[config.mk]
export PLATFORM = sky130hd
export DESIGN_NAME = hello_scroll_ctrl
export DESIGN_NICKNAME = d
export VERILOG_FILES = /design/src/rtl/hello_pkg.sv /design/src/rtl/tick_gen.sv /design/src/rtl/hello_scroll_ctrl.sv
export SDC_FILE = /design/constraint.sdc
export NUM_CORES = 1
export LEC_CHECK = 0
export BUFFER_PORTS_ARGS = -buffer_cell sky130_fd_sc_hd__clkbuf_2
export CAP_MARGIN = 20
export CELL_PAD_IN_SITES_DETAIL_PLACEMENT = 0
export CELL_PAD_IN_SITES_GLOBAL_PLACEMENT = 1
export CORE_UTILIZATION = 40
export CTS_CLUSTER_SIZE = 24
export DETAILED_ROUTE_END_ITERATION = 8
export PLACE_DENSITY = 0.72
export SYNTH_ARGS = -nofsm -noshare
export SYNTH_HDL_FRONTEND = slang
export SYNTH_SLANG_ARGS = --single-unit
export TNS_END_PERCENT = 20
[constraint.sdc]
create_clock -name clock -period 2.76 [get_ports clock]
set_clock_uncertainty 0.1 [all_clocks]
set_input_delay 0.138 -clock clock [delete_from_list [all_inputs] [get_ports clock]]
set_output_delay 0.138 -clock clock [all_outputs]
set_load 0.02 [all_outputs]
[src/rtl/hello_pkg.sv]
// Shared definitions for the HELLO rotating display: scroll FSM encodings,
// position geometry and the 7-segment glyphs used by the decoder.
package hello_pkg;

  localparam int NUM_POS = 8;
  localparam int POS_W   = 3;

  typedef logic [POS_W-1:0] pos_t;

  typedef enum logic [1:0] {
    ST_IDLE   = 2'b00,
    ST_SCROLL = 2'b01,
    ST_DWELL  = 2'b10
  } state_t;

  // Active-low segments {g,f,e,d,c,b,a} as wired on the DE2 HEX displays.
  localparam logic [6:0] GLYPH_H     = 7'b0001001;
  localparam logic [6:0] GLYPH_E     = 7'b0000110;
  localparam logic [6:0] GLYPH_L     = 7'b1000111;
  localparam logic [6:0] GLYPH_O     = 7'b1000000;
  localparam logic [6:0] GLYPH_BLANK = 7'b1111111;

  // With NUM_POS a power of two the modulo falls out of the natural wrap.
  function automatic pos_t step_pos(input pos_t p, input logic dir);
    return dir ? pos_t'(p - pos_t'(1)) : pos_t'(p + pos_t'(1));
  endfunction

endpackage

[src/rtl/tick_gen.sv]
// Free-running prescaler: one-cycle tick every TICK_DIV enabled cycles,
// restarted from zero whenever disabled or cleared.
module tick_gen #(
  parameter int TICK_DIV = 50000000
) (
  input  logic clock,
  input  logic reset,
  input  logic en,
  input  logic clr,
  output logic tick
);

  localparam int            CW   = (TICK_DIV > 2) ? $clog2(TICK_DIV) : 1;
  localparam logic [CW-1:0] LAST = CW'(TICK_DIV - 1);

  logic [CW-1:0] count;

  // NOTE: sequential state is written with non-blocking assignments only, so
  // every register samples the pre-edge values of the others.
  always_ff @(posedge clock) begin
    if (reset || clr || !en) begin
      count <= '0;
    end else if (count == LAST) begin
      count <= '0;
    end else begin
      count <= count + CW'(1);
    end
  end

  assign tick = en && (count == LAST);

endmodule

[src/rtl/hello_scroll_ctrl.sv]
// Rotation sequencer for the HELLO display: steps the 3-bit select left or
// right at the prescaled rate, with run/stop, direct load and a home dwell.
module hello_scroll_ctrl
  import hello_pkg::*;
#(
  parameter int TICK_DIV    = 50000000,
  parameter int DWELL_TICKS = 2
) (
  input  logic             clock,
  input  logic             reset,
  input  logic             run,
  input  logic             dir,
  input  logic             load,
  input  logic [POS_W-1:0] load_pos,
  output logic [POS_W-1:0] pos,
  output logic             step,
  output logic             wrap,
  output logic [1:0]       state
);

  localparam int            DW         = (DWELL_TICKS > 1) ? $clog2(DWELL_TICKS) : 1;
  localparam logic [DW-1:0] DWELL_LAST = DW'((DWELL_TICKS > 0) ? DWELL_TICKS - 1 : 0);

  state_t        state_q, state_d;
  pos_t          pos_q, pos_d, stepped;
  logic          step_q, step_d;
  logic          wrap_q, wrap_d;
  logic [DW-1:0] dwell_q;
  logic          tick, active, clr;
  logic          scroll_tick, dwell_done;

  assign active      = (state_q == ST_SCROLL) || (state_q == ST_DWELL);
  assign stepped     = step_pos(pos_q, dir);
  // Load outranks a coincident tick; dropping Run discards it.
  assign scroll_tick = (state_q == ST_SCROLL) && run && tick && !load;
  assign dwell_done  = (state_q == ST_DWELL) && tick && (dwell_q == DWELL_LAST);
  assign clr         = load || (state_d != state_q);

  tick_gen #(
    .TICK_DIV(TICK_DIV)
  ) u_tick_gen (
    .clock(clock),
    .reset(reset),
    .en   (active),
    .clr  (clr),
    .tick (tick)
  );

  always_ff @(posedge clock) begin
    if (reset) begin
      state_q <= ST_IDLE;
    end else begin
      state_q <= state_d;
    end
  end

  // NOTE: every combinational output gets a default first, so no path through
  // the case statement can leave a latch behind.
  always_comb begin
    state_d = state_q;
    case (state_q)
      ST_IDLE: begin
        if (run && !load) state_d = ST_SCROLL;
      end
      ST_SCROLL: begin
        if (!run) begin
          state_d = ST_IDLE;
        end else if (scroll_tick && (stepped == '0) && (DWELL_TICKS > 0)) begin
          state_d = ST_DWELL;
        end
      end
      ST_DWELL: begin
        if (!run) begin
          state_d = ST_IDLE;
        end else if (load || dwell_done) begin
          state_d = ST_SCROLL;
        end
      end
      default: state_d = ST_IDLE;
    endcase
  end

  always_comb begin
    pos_d  = pos_q;
    step_d = 1'b0;
    wrap_d = 1'b0;
    if (load) begin
      pos_d = load_pos;
    end else if (scroll_tick) begin
      pos_d  = stepped;
      step_d = 1'b1;
      wrap_d = (stepped == '0);
    end
  end

  always_ff @(posedge clock) begin
    if (reset) begin
      pos_q  <= '0;
      step_q <= 1'b0;
      wrap_q <= 1'b0;
    end else begin
      pos_q  <= pos_d;
      step_q <= step_d;
      wrap_q <= wrap_d;
    end
  end

  // Held at zero outside DWELL, which gives the clear-on-entry for free.
  always_ff @(posedge clock) begin
    if (reset || (state_q != ST_DWELL)) begin
      dwell_q <= '0;
    end else if (tick) begin
      dwell_q <= dwell_q + DW'(1);
    end
  end

  assign pos   = pos_q;
  assign step  = step_q;
  assign wrap  = wrap_q;
  assign state = state_q;

endmodule
==> metrics.txt <==
number of sinks driven by the clock tree 34; Vias per Instance 5.21; CTS Hold Buffers Added 0; number of buffers created by CTS 5; iteration count of the initial detailed-routing pass 4; Fin. Hold Viols 0; Gates resized, CTS repair 0; path category of the worst min-delay check in2reg; die outline width slightly below 70 microns; net switching power ~0.22 mW; sequential cell fraction of total power 0.529; count of nets after finishing between 200 and 250; total via count after detailed routing around 1400; number of warnings reported in the yosys synthesis log 0; clock tree from TritonCTS yes; count of nets left with antenna violations after detail routing 0; Longest Clk Path Bufs 2; total wirelength of the detailed-routed design 3520 microns; Critical Path RT 2.83 ns; final number of setup-violating endpoints 0; Register-to-Register Setup Slack around 0.13 ns; sum of overflow across all layers after global routing 0; accumulated negative setup slack 0 ns; average instance area after synthesis roughly 8.5 sq um; initial antenna violation count 0; Period Utilization, post-route 0.953; post-detailed-placement half-perimeter wirelength 2570 microns; clock-pin slew on the worst setup and hold paths ~0.070 ns; Critical Path Sink Type flop; power per cell area ~470 nW/um^2; Mapped Nets approximately 220; normalized max-slew margin 0.757; number of rows created at floorplan 23; clock network latency to the later pin of the worst-skew pair roughly 0.28 ns; proportion of total power due to net switching 0.235; Static Leakage roughly 0.74 nW; number of remaining DRC errors 0; number of setup buffers added after CTS 0; Initial Util 0.428; vias in the first global route 1406; Total Die Area between 4000 and 5000 sq um; clock network power share 0.397; combinational share of power 0.074; standard cell core area 4120 sq um; sequential-to-total area share from yosys stat 0.386; data arrival at the endpoint of the critical path 2.70 ns; total of buffers placed on input and output ports 14; fill cell count just over 400; Max Clk Rate roughly 380 MHz; EDFF count, synth 0; synthesis-to-finish area growth 14.2%; average wire per standard cell about 13 microns; pre-CTS setup slack 0.150 ns; cell count after synthesis a little over 200; boundary pin count 15; number of synthesized register bits 34; startpoint type of the worst setup path flop; Worst Setup Slack, final 0.129 ns; maximum number of pins on one net before global-route repair 24; predominant post-synthesis flop cell sky130_fd_sc_hd__dfxtp_1; drt first-iter violations 88; area occupied by multi-input gates about 1000 sq um; RSZ-0062 raised after global routing false; run status completed; routability-driven placement congestion ratio 0.810; Worst Setup Path Type reg2reg; depth of the CTS H-tree 2; worst-path fanout max 4; share of flip-flops with an asynchronous set or reset 0; area occupied by registers between 600 and 700 sq um; Peak supply drop 0.306 mV; Overall Global Routing Usage 0.179; pins over their slew limit 0; fraction of final layout cells with drive strength greater than 1 0.132; transition time at the pin with the least slew margin 0.362 ns; summed instance area of the synthesized netlist roughly 1800 sq um; Diodes inserted 0; clock period minus final worst setup slack 2.63 ns; Hold WS approximately 0.018 ns; cell at the root of the clock tree sky130_fd_sc_hd__clkbuf_8; internal power of the cells between 0.7 and 0.8 mW; total of max-cap violations 0; wire length of the first global-routing pass 6210 microns; DIE HEIGHT around 68 microns; post-synthesis cell type count 40
## metrics by stage
stage / utilization / instance area, sq um / power [mW] / std cells
2_1_floorplan: - / 1760 / 0.563 / 207
3_3_place_gp: 0.464 / 1910 / 0.581 / 268
3_5_place_dp: 0.464 / 1910 / 0.583 / 268
4_1_cts: 0.486 / 2000 / 0.960 / 276
5_1_grt: 0.489 / 2010 / 0.996 / 277
6_report: 0.489 / 2010 / 0.948 / 277
## kinds of logic after synthesis
family                     after synthesis  share of synthesized area
buffers and inverters                   21                     0.0469
DFF                                     34                      0.386
xor gates and xnor gates                27                      0.134
AOI/OAI and AO/OA                       18                     0.0703
and+or+nand+nor                         96                      0.283
adders and majority gates                8                     0.0611
muxes                                    3                     0.0185
## power by group through the flow
stage	registers (mW)	logic, mW	clock network, mW
detailed placement	0.513	0.0696	0
CTS	0.502	0.0699	0.388
finish	0.502	0.0704	0.376
global placement	0.513	0.0686	0
floorplan	0.517	0.0461	0
global route	0.502	0.0807	0.413
## flip-flops by register name, summed over array words and instances, names as in the netlist
| signal | flops |
|---|---|
| wrap | 1 |
| dwell_q | 1 |
| state | 2 |
| step | 1 |
| pos | 3 |
| u_tick_gen.count | 26 |
## critical path, stage by stage, from the launching register on
cell and delay [ns]:
sky130_fd_sc_hd__dfxtp_1 0.35, sky130_fd_sc_hd__or4b_1 0.52, sky130_fd_sc_hd__or4_4 0.50, sky130_fd_sc_hd__or4_1 0.57, sky130_fd_sc_hd__nor4b_4 0.15, sky130_fd_sc_hd__a311o_1 0.33
## cell usage in the layout, fill, tap and decap left out, drive strengths merged, types with 5 or more instances in the layout
cell type,synthesis,final
and3,5,5
buf,1,5
clkbuf,7,21
dfxtp,34,34
ha,7,7
inv,13,13
nand2,14,14
nand3,15,15
nand4,6,6
nor2,34,34
nor4,6,6
xnor2,7,7
xor2,20,20
## synth_stat cells, types with 2 or more instances
cell                        n  area share
sky130_fd_sc_hd__nor4_1     6       0.021
sky130_fd_sc_hd__xnor2_1    7       0.035
sky130_fd_sc_hd__nand3_1   15       0.043
sky130_fd_sc_hd__xor2_1    20       0.099
sky130_fd_sc_hd__clkbuf_1   5       0.011
sky130_fd_sc_hd__o21ai_0    4       0.011
sky130_fd_sc_hd__a21oi_1    3      0.0085
sky130_fd_sc_hd__nor3_1     4       0.011
sky130_fd_sc_hd__nand2b_1   2      0.0071
sky130_fd_sc_hd__nor2_1    34       0.072
sky130_fd_sc_hd__or4_1      2      0.0085
sky130_fd_sc_hd__dfxtp_1   34        0.39
sky130_fd_sc_hd__inv_1     13       0.028
sky130_fd_sc_hd__and3_1     5       0.018
sky130_fd_sc_hd__clkbuf_2   2      0.0057
sky130_fd_sc_hd__nor3b_1    2      0.0085
sky130_fd_sc_hd__mux2_2     2       0.013
sky130_fd_sc_hd__nand2_1   14       0.030
sky130_fd_sc_hd__nand4_1    6       0.021
sky130_fd_sc_hd__ha_1       7       0.050
## routing by layer
| metal | wire length (microns) | vias to the layer above | track usage | share of wire |
|---|---|---|---|---|
| li1 | - | 745 | - | - |
| met1 | 1730 | 676 | 0.216 | 0.49 |
| met2 | 1650 | 17 | 0.308 | 0.47 |
| met3 | 104 | 5 | 0.0400 | 0.030 |
| met4 | 38 | 0 | 0.0625 | 0.011 |
| met5 | 0 | - | 0 | 0 |
## worst paths after layout
kind	from	to	cells past startpoint
min	load_pos[2]	pos[2]	3
max	u_tick_gen.count[18]	pos[1]	5
max reg2reg	u_tick_gen.count[18]	pos[1]	5
min reg2reg	u_tick_gen.count[0]	u_tick_gen.count[0]	1
## final cells by class
| type | instances | area share |
|---|---|---|
| tap | 50 | 0.0311 |
| timing repair buffer | 20 | 0.0647 |
| sequential | 34 | 0.338 |
| inverter | 13 | 0.0243 |
| clock buffer | 7 | 0.0429 |
| clock inverter | 1 | 0.00249 |
| multi-input combinational | 152 | 0.496 |
Note: power is estimated with default switching activity, not from simulation.
